## config.mk

```make
export PLATFORM = sky130hd
export DESIGN_NAME = alu_arbiter_flat
export DESIGN_NICKNAME = d
export VERILOG_FILES = /design/src/rtl/alu_arbiter_if.sv /design/src/rtl/alu_arbiter.sv /design/src/flat_wrapper.sv
export SDC_FILE = /design/constraint.sdc
export NUM_CORES = 1
export LEC_CHECK = 0
export ABC_AREA = 1
export CORE_MARGIN = 2
export CORE_UTILIZATION = 43
export DETAILED_ROUTE_END_ITERATION = 10
export PLACE_DENSITY = 0.86
export SYNTH_ARGS = -nofsm -noshare
export SYNTH_HDL_FRONTEND = slang
export SYNTH_SLANG_ARGS = --single-unit
```

## constraint.sdc

```tcl
create_clock -name clk -period 2.2 [get_ports clk]
set_input_delay 0.33 -clock clk [delete_from_list [all_inputs] [get_ports clk]]
set_output_delay 0.33 -clock clk [all_outputs]
set_load 0.01 [all_outputs]
```

## src/rtl/alu_arbiter_if.sv

```systemverilog
// Request/response and shared-ALU bus for alu_arbiter.
// The arbiter sits on the slave side; requesters, the ALU and the observer sit on the master side.
interface alu_arbiter_if;
  // Requester 0
  logic        r0_valid;
  logic [3:0]  r0_op;
  logic [15:0] r0_a;
  logic [15:0] r0_b;
  logic [4:0]  r0_imm;
  logic        r0_ready;
  logic        r0_resp_valid;
  logic [15:0] r0_resp_data;
  logic        r0_resp_zero;
  logic        r0_resp_sign;
  logic        r0_resp_err;
  // Requester 1
  logic        r1_valid;
  logic [3:0]  r1_op;
  logic [15:0] r1_a;
  logic [15:0] r1_b;
  logic [4:0]  r1_imm;
  logic        r1_ready;
  logic        r1_resp_valid;
  logic [15:0] r1_resp_data;
  logic        r1_resp_zero;
  logic        r1_resp_sign;
  logic        r1_resp_err;
  // Shared ALU
  logic [3:0]  alu_op;
  logic [15:0] alu_a;
  logic [15:0] alu_b;
  logic [4:0]  alu_imm;
  logic [15:0] alu_out;
  // Status
  logic        busy;
  logic [15:0] op_count;
  logic [7:0]  err_count;

  modport slave (
    input  r0_valid, r0_op, r0_a, r0_b, r0_imm,
    output r0_ready, r0_resp_valid, r0_resp_data, r0_resp_zero, r0_resp_sign, r0_resp_err,
    input  r1_valid, r1_op, r1_a, r1_b, r1_imm,
    output r1_ready, r1_resp_valid, r1_resp_data, r1_resp_zero, r1_resp_sign, r1_resp_err,
    output alu_op, alu_a, alu_b, alu_imm,
    input  alu_out,
    output busy, op_count, err_count
  );

  modport master (
    output r0_valid, r0_op, r0_a, r0_b, r0_imm,
    input  r0_ready, r0_resp_valid, r0_resp_data, r0_resp_zero, r0_resp_sign, r0_resp_err,
    output r1_valid, r1_op, r1_a, r1_b, r1_imm,
    input  r1_ready, r1_resp_valid, r1_resp_data, r1_resp_zero, r1_resp_sign, r1_resp_err,
    input  alu_op, alu_a, alu_b, alu_imm,
    output alu_out,
    input  busy, op_count, err_count
  );
endinterface

```

## src/rtl/alu_arbiter.sv

```systemverilog
// Two-requester round-robin arbiter in front of a single shared ALU.
// Legal ops are issued for exactly one ALU sampling edge and the result is returned three
// cycles after acceptance; illegal ops are answered with an error response the next cycle.
module alu_arbiter (
  input logic         clk,
  input logic         reset,
  alu_arbiter_if.slave bus
);

  localparam logic [3:0] OpNop = 4'b1111;

  typedef enum logic [1:0] {StIdle, StIssue, StCapture} state_e;

  typedef struct packed {
    logic [15:0] data;
    logic        zero;
    logic        sign;
    logic        err;
  } resp_t;

  state_e      state_q, state_d;
  logic        last_q, last_d;    // requester granted most recently (1 = r1)
  logic        owner_q, owner_d;  // requester whose legal op is in flight
  logic [3:0]  alu_op_q, alu_op_d;
  logic [15:0] alu_a_q, alu_a_d;
  logic [15:0] alu_b_q, alu_b_d;
  logic [4:0]  alu_imm_q, alu_imm_d;
  logic [15:0] op_count_q, op_count_d;
  logic [7:0]  err_count_q, err_count_d;
  logic [1:0]  resp_valid_q, resp_valid_d;
  resp_t       resp_q [2];
  resp_t       resp_d [2];

  logic        gnt_r1;
  logic [1:0]  ready;
  logic        accept;
  logic        illegal;
  logic [3:0]  sel_op;
  logic [15:0] sel_a;
  logic [15:0] sel_b;
  logic [4:0]  sel_imm;

  // Round-robin grant, ready generation and payload selection.
  always_comb begin
    if (bus.r0_valid && bus.r1_valid) begin
      gnt_r1 = ~last_q;
    end else begin
      gnt_r1 = bus.r1_valid;
    end
    ready    = 2'b00;
    ready[0] = (state_q == StIdle) && bus.r0_valid && !gnt_r1;
    ready[1] = (state_q == StIdle) && bus.r1_valid && gnt_r1;
    accept   = ready[0] || ready[1];
    if (gnt_r1) begin
      sel_op  = bus.r1_op;
      sel_a   = bus.r1_a;
      sel_b   = bus.r1_b;
      sel_imm = bus.r1_imm;
    end else begin
      sel_op  = bus.r0_op;
      sel_a   = bus.r0_a;
      sel_b   = bus.r0_b;
      sel_imm = bus.r0_imm;
    end
    // Opcodes above 8 are undefined; divide and modulo reject a zero divisor.
    illegal = (sel_op > 4'd8) ||
              (((sel_op == 4'd5) || (sel_op == 4'd7)) && (sel_b == 16'd0));
  end

  // FSM next state, ALU drive and counters.
  always_comb begin
    state_d     = state_q;
    last_d      = last_q;
    owner_d     = owner_q;
    alu_op_d    = OpNop;
    alu_a_d     = alu_a_q;
    alu_b_d     = alu_b_q;
    alu_imm_d   = alu_imm_q;
    op_count_d  = op_count_q;
    err_count_d = err_count_q;
    unique case (state_q)
      StIdle: begin
        if (accept) begin
          last_d = gnt_r1;
          if (illegal) begin
            if (err_count_q != 8'hFF) begin
              err_count_d = err_count_q + 8'd1;
            end
          end else begin
            state_d    = StIssue;
            owner_d    = gnt_r1;
            alu_op_d   = sel_op;
            alu_a_d    = sel_a;
            alu_b_d    = sel_b;
            alu_imm_d  = sel_imm;
            op_count_d = op_count_q + 16'd1;
          end
        end
      end
      StIssue:   state_d = StCapture;
      StCapture: state_d = StIdle;
      default:   state_d = StIdle;
    endcase
  end

  // Response generation: error replies in IDLE, ALU results at the end of CAPTURE.
  always_comb begin
    resp_valid_d = 2'b00;
    resp_d[0]    = resp_q[0];
    resp_d[1]    = resp_q[1];
    if (accept && illegal) begin
      resp_valid_d[gnt_r1] = 1'b1;
      resp_d[gnt_r1]       = '{data: 16'hFFFF, zero: 1'b0, sign: 1'b1, err: 1'b1};
    end else if (state_q == StCapture) begin
      resp_valid_d[owner_q] = 1'b1;
      resp_d[owner_q]       = '{data: bus.alu_out,
                                zero: (bus.alu_out == 16'd0),
                                sign: bus.alu_out[15],
                                err:  1'b0};
    end
  end

  // State registers with synchronous reset.
  always_ff @(posedge clk) begin
    if (reset) begin
      state_q      <= StIdle;
      last_q       <= 1'b1;
      owner_q      <= 1'b0;
      alu_op_q     <= OpNop;
      alu_a_q      <= 16'd0;
      alu_b_q      <= 16'd0;
      alu_imm_q    <= 5'd0;
      op_count_q   <= 16'd0;
      err_count_q  <= 8'd0;
      resp_valid_q <= 2'b00;
      resp_q[0]    <= '0;
      resp_q[1]    <= '0;
    end else begin
      state_q      <= state_d;
      last_q       <= last_d;
      owner_q      <= owner_d;
      alu_op_q     <= alu_op_d;
      alu_a_q      <= alu_a_d;
      alu_b_q      <= alu_b_d;
      alu_imm_q    <= alu_imm_d;
      op_count_q   <= op_count_d;
      err_count_q  <= err_count_d;
      resp_valid_q <= resp_valid_d;
      resp_q[0]    <= resp_d[0];
      resp_q[1]    <= resp_d[1];
    end
  end

  // Output drive.
  always_comb begin
    bus.r0_ready      = ready[0];
    bus.r1_ready      = ready[1];
    bus.r0_resp_valid = resp_valid_q[0];
    bus.r0_resp_data  = resp_q[0].data;
    bus.r0_resp_zero  = resp_q[0].zero;
    bus.r0_resp_sign  = resp_q[0].sign;
    bus.r0_resp_err   = resp_q[0].err;
    bus.r1_resp_valid = resp_valid_q[1];
    bus.r1_resp_data  = resp_q[1].data;
    bus.r1_resp_zero  = resp_q[1].zero;
    bus.r1_resp_sign  = resp_q[1].sign;
    bus.r1_resp_err   = resp_q[1].err;
    bus.alu_op        = alu_op_q;
    bus.alu_a         = alu_a_q;
    bus.alu_b         = alu_b_q;
    bus.alu_imm       = alu_imm_q;
    bus.busy          = (state_q != StIdle);
    bus.op_count      = op_count_q;
    bus.err_count     = err_count_q;
  end

endmodule

```

## src/flat_wrapper.sv

```systemverilog
// flat-port wrapper written by rule: the top's interface ports become plain ports
module alu_arbiter_flat 
  (clk, reset, bus_r0_valid, bus_r0_op, bus_r0_a, bus_r0_b, bus_r0_imm, bus_r0_ready, bus_r0_resp_valid, bus_r0_resp_data, bus_r0_resp_zero, bus_r0_resp_sign, bus_r0_resp_err, bus_r1_valid, bus_r1_op, bus_r1_a, bus_r1_b, bus_r1_imm, bus_r1_ready, bus_r1_resp_valid, bus_r1_resp_data, bus_r1_resp_zero, bus_r1_resp_sign, bus_r1_resp_err, bus_alu_op, bus_alu_a, bus_alu_b, bus_alu_imm, bus_alu_out, bus_busy, bus_op_count, bus_err_count);
  alu_arbiter_if bus_i ();
  input logic clk;
  input logic reset;
  input wire logic [$bits(bus_i.r0_valid)-1:0] bus_r0_valid;
  input wire logic [$bits(bus_i.r0_op)-1:0] bus_r0_op;
  input wire logic [$bits(bus_i.r0_a)-1:0] bus_r0_a;
  input wire logic [$bits(bus_i.r0_b)-1:0] bus_r0_b;
  input wire logic [$bits(bus_i.r0_imm)-1:0] bus_r0_imm;
  output wire logic [$bits(bus_i.r0_ready)-1:0] bus_r0_ready;
  output wire logic [$bits(bus_i.r0_resp_valid)-1:0] bus_r0_resp_valid;
  output wire logic [$bits(bus_i.r0_resp_data)-1:0] bus_r0_resp_data;
  output wire logic [$bits(bus_i.r0_resp_zero)-1:0] bus_r0_resp_zero;
  output wire logic [$bits(bus_i.r0_resp_sign)-1:0] bus_r0_resp_sign;
  output wire logic [$bits(bus_i.r0_resp_err)-1:0] bus_r0_resp_err;
  input wire logic [$bits(bus_i.r1_valid)-1:0] bus_r1_valid;
  input wire logic [$bits(bus_i.r1_op)-1:0] bus_r1_op;
  input wire logic [$bits(bus_i.r1_a)-1:0] bus_r1_a;
  input wire logic [$bits(bus_i.r1_b)-1:0] bus_r1_b;
  input wire logic [$bits(bus_i.r1_imm)-1:0] bus_r1_imm;
  output wire logic [$bits(bus_i.r1_ready)-1:0] bus_r1_ready;
  output wire logic [$bits(bus_i.r1_resp_valid)-1:0] bus_r1_resp_valid;
  output wire logic [$bits(bus_i.r1_resp_data)-1:0] bus_r1_resp_data;
  output wire logic [$bits(bus_i.r1_resp_zero)-1:0] bus_r1_resp_zero;
  output wire logic [$bits(bus_i.r1_resp_sign)-1:0] bus_r1_resp_sign;
  output wire logic [$bits(bus_i.r1_resp_err)-1:0] bus_r1_resp_err;
  output wire logic [$bits(bus_i.alu_op)-1:0] bus_alu_op;
  output wire logic [$bits(bus_i.alu_a)-1:0] bus_alu_a;
  output wire logic [$bits(bus_i.alu_b)-1:0] bus_alu_b;
  output wire logic [$bits(bus_i.alu_imm)-1:0] bus_alu_imm;
  input wire logic [$bits(bus_i.alu_out)-1:0] bus_alu_out;
  output wire logic [$bits(bus_i.busy)-1:0] bus_busy;
  output wire logic [$bits(bus_i.op_count)-1:0] bus_op_count;
  output wire logic [$bits(bus_i.err_count)-1:0] bus_err_count;
  assign bus_i.r0_valid = bus_r0_valid;
  assign bus_i.r0_op = bus_r0_op;
  assign bus_i.r0_a = bus_r0_a;
  assign bus_i.r0_b = bus_r0_b;
  assign bus_i.r0_imm = bus_r0_imm;
  assign bus_r0_ready = bus_i.r0_ready;
  assign bus_r0_resp_valid = bus_i.r0_resp_valid;
  assign bus_r0_resp_data = bus_i.r0_resp_data;
  assign bus_r0_resp_zero = bus_i.r0_resp_zero;
  assign bus_r0_resp_sign = bus_i.r0_resp_sign;
  assign bus_r0_resp_err = bus_i.r0_resp_err;
  assign bus_i.r1_valid = bus_r1_valid;
  assign bus_i.r1_op = bus_r1_op;
  assign bus_i.r1_a = bus_r1_a;
  assign bus_i.r1_b = bus_r1_b;
  assign bus_i.r1_imm = bus_r1_imm;
  assign bus_r1_ready = bus_i.r1_ready;
  assign bus_r1_resp_valid = bus_i.r1_resp_valid;
  assign bus_r1_resp_data = bus_i.r1_resp_data;
  assign bus_r1_resp_zero = bus_i.r1_resp_zero;
  assign bus_r1_resp_sign = bus_i.r1_resp_sign;
  assign bus_r1_resp_err = bus_i.r1_resp_err;
  assign bus_alu_op = bus_i.alu_op;
  assign bus_alu_a = bus_i.alu_a;
  assign bus_alu_b = bus_i.alu_b;
  assign bus_alu_imm = bus_i.alu_imm;
  assign bus_i.alu_out = bus_alu_out;
  assign bus_busy = bus_i.busy;
  assign bus_op_count = bus_i.op_count;
  assign bus_err_count = bus_i.err_count;
  alu_arbiter u_core (.clk(clk), .reset(reset), .bus(bus_i));
endmodule
```

==> metrics.md <==
| Metric | Value |
|---|---|
| Outcome | finished, final reports clean |
| Cell Pwr Density | 685.2 nW/um^2 |
| Largest net degree at the start of global routing | 56 |
| First-pass GRT wire length | approximately 25 mm |
| Startpoint types | flip-flop |
| Die span in y | 111.8 um |
| Root Buffer | clkbuf_16 |
| Final period utilization | 0.9412 |
| Number of global-route vias before repair | 5,199 |
| H-tree levels | 3 |
| DP HPWL | roughly 12 mm |
| Crit Path Class | flip-flop to flip-flop |
| Setup Viol. Count Final | 0 |
| Clock tree sinks | 109 |
| Clk_lat worst skew | 350 ps |
| Total power | 5411 uW |
| Hold Crit Class | flip-flop to flip-flop |
| FMAX | 482.9 MHz |
| Mapped Area | around 5000 um^2 |
| Clock Skew | approximately 6 ps |
| Final #Nets | 1,067 |
| CTS tree | done |
| Vias per cell | 4.966 |
| Syn nets | 840 |
| Gpl congestion | between 0.9 and 1 |
| Drt pass-1 iters | 5 |
| Core ar. | between 10,000 and 15,000 um^2 |
| CP max FO | 6 |
| YS warnings | 0 |
| Critical path data arrival time | 2340 ps |
| Netlist cell types | 29 |
| Setup TNS | 0 ps |
| Maxcap violations | 0 |
| Ports | 210 |
| Rows | 39 |
| Iter 0 DRT Violations | 402 |
| Reg clk slew, reported paths | 70 ps |
| Layout cells sized above 1 | 0.08161 |
| Leakage | 0.003543 uW |
| Total GRT Usage | 0.2448 |
| IO Port Bufs | 209 |
| Initial Util | 0.4391 |
| CTS max path bufs | 2 |
| Syn Area/Cell | a little under 7 um^2 |
| Grt total ovfl | 0 |
| WL per Instance | approximately 15 um |
| CTS Buf Count | 9 |
| Post-detailed-route count of antenna-violating nets | 0 |
| Synth Instances | 736 |
| Initial antenna violation count | 0 |
| Routed Wire Length | 16.15 mm |
| Die Span X | 111.8 um |
| Crit path time final | 2071 ps |
| Die footprint | 12,490 um^2 |
| DR vias | 5,517 |
| Fill cells | 936 |
| DRC errors left | 0 |
| Max IR drop VDD | 0.4388 mV |
| Slew Limit Fails | 0 |
| Slew @ Worst Pin | 592.1 ps |
| Worst Setup End Kind | flip-flop |
| Post-synthesis sequential area ratio | 0.4371 |
| Inserted Diodes | 0 |
| #FFs+latches synth | 109 |
| Area delta synth->final | 58.20% |
| Final hold violation count | 0 |
| Rel. slew slack | 0.6053 |
| Worst EP required | between 2000 and 2500 ps |
-- worst max-delay path, stage by stage (launching register included) --
cell     delay [ps]
dfxtp_2         350
nand2_4          70
nand2_4          70
buf_4           160
o21ai_1         280
nand2_1          90
nor2_1          130
nand3_1         130
nand2_4         140
nor2_4           90
inv_4           110
buf_4           170
nand2_1          80
a21oi_1         130
-- cell type report --
type,count,area [um^2],area share
flip-flops and latches,109,2183,0.2765
clock buffers,11,252.7,0.03200
multi-input cells,521,2391,0.3028
repair buffers,254,2575,0.3260
inverters,68,257.7,0.03264
clock inverters,5,58.81,0.007446
well taps,143,178.9,0.02266
-- metal layers --
metal  up-vias  GRT usage  part of all wire
met4         0     0.1070             0.032
li1       2783          -                 -
met2       220     0.4174              0.49
met3        35    0.05389             0.068
met1      2479     0.2971              0.41
met5         -          0                 0
-- cells in the final DEF, fill, tap and decap left out, types with 2 or more instances in the layout --
cell,count
clkinvlp_4,2
nand2_2,2
dfxtp_1,108
buf_4,33
buf_6,2
ha_1,2
xnor2_1,3
nand2_4,3
nor3_1,6
buf_12,7
nand3_2,2
nand2_1,244
nor4_1,3
nand3_1,28
xor2_1,15
inv_1,66
a21oi_2,3
nand4_1,15
clkbuf_8,2
dlygate4sd2_1,2
o21ai_0,49
dlymetal6s2s_1,2
clkdlybuf4s50_1,204
a21oi_1,57
nor2_1,66
nor2_2,3
o21ai_1,15
clkbuf_16,12
-- stage by stage --
step                      setup WS [ps]  cells  hold WS [ps]    util  area, um^2
final                             129.3   1111         444.5  0.6946        7898
after global routing             -11.43   1111         469.0  0.6946        7898
after CTS                         12.90   1107         448.3  0.6825        7760
after detailed placement         -347.7   1091         435.6  0.6553        7451
after global placement           -248.4   1091         428.1  0.6553        7451
after floorplan                   396.5    736         421.5       -        4992
-- flip-flops by register name (all words and copies together) (netlist names) --
| signal | cells |
|---|---|
| u_core.bus.alu_op | 4 |
| u_core.bus.err_count | 8 |
| u_core.resp_q | 38 |
| u_core.bus.alu_a | 16 |
| u_core.owner_q | 1 |
| u_core.bus.alu_b | 16 |
| u_core.resp_valid_q | 2 |
| u_core.bus.alu_imm | 5 |
| u_core.state_q | 2 |
| u_core.last_q | 1 |
| u_core.bus.op_count | 16 |
-- cells by family (layout without fill, tap and decap cells) --
logic type / count (synthesis) / after routing / share of synthesized area
muxes: 1 / 1 / 0.002005
xor gates and xnor gates: 18 / 18 / 0.03158
adders and majority gates: 2 / 2 / 0.005012
buffers and inverters: 106 / 338 / 0.09323
AOI/OAI and AO/OA: 125 / 125 / 0.1261
DFF: 109 / 109 / 0.4371
and+or+nand+nor: 375 / 375 / 0.3050
-- timing repair --
item / in CTS / in global routing
setup endpoints to repair: 2 / 99
pin swaps: 0 / 3
buffers inserted: 0 / 1
hold buffers: 0 / 0
gates cloned: 0 / 3
resized for setup: 2 / 27
hold endpoints to repair: 0 / 0
-- power breakdown --
group	switching [uW]	internal, uW
clock	725	945
sequential	114	2160
combinational	700	770
total	1540	3870
-- path summary, 6_finish.rpt --
check                                  from                                to  slack [ps]  depth (start not counted)
max              u_core.last_q$_SDFFE_PP1P_  u_core.bus.alu_b[9]$_SDFFE_PP0P_         130                         13
min          u_core.state_q[1]$_SDFFE_PP0P_    u_core.state_q[1]$_SDFFE_PP0P_         440                          1
max reg2reg      u_core.last_q$_SDFFE_PP1P_  u_core.bus.alu_b[9]$_SDFFE_PP0P_         130                         13
min reg2reg  u_core.state_q[1]$_SDFFE_PP0P_    u_core.state_q[1]$_SDFFE_PP0P_         440                          1
-- Yosys cell counts, drive strengths merged --
library cell	number	share of area
ha	2	0.0050
o21ai	64	0.064
a211o	1	0.0018
nor3b	1	0.0015
clkbuf	21	0.017
nand3b	1	0.0015
a21oi	60	0.060
nor4	3	0.0038
xor2	15	0.026
xnor2	3	0.0053
nand3	30	0.031
nand4	15	0.019
inv	68	0.052
buf	17	0.025
nand2	249	0.19
mux2i	1	0.0020
nor3	6	0.0060
nor2	70	0.053
dfxtp	109	0.44
(Power assumes the default switching activity.)
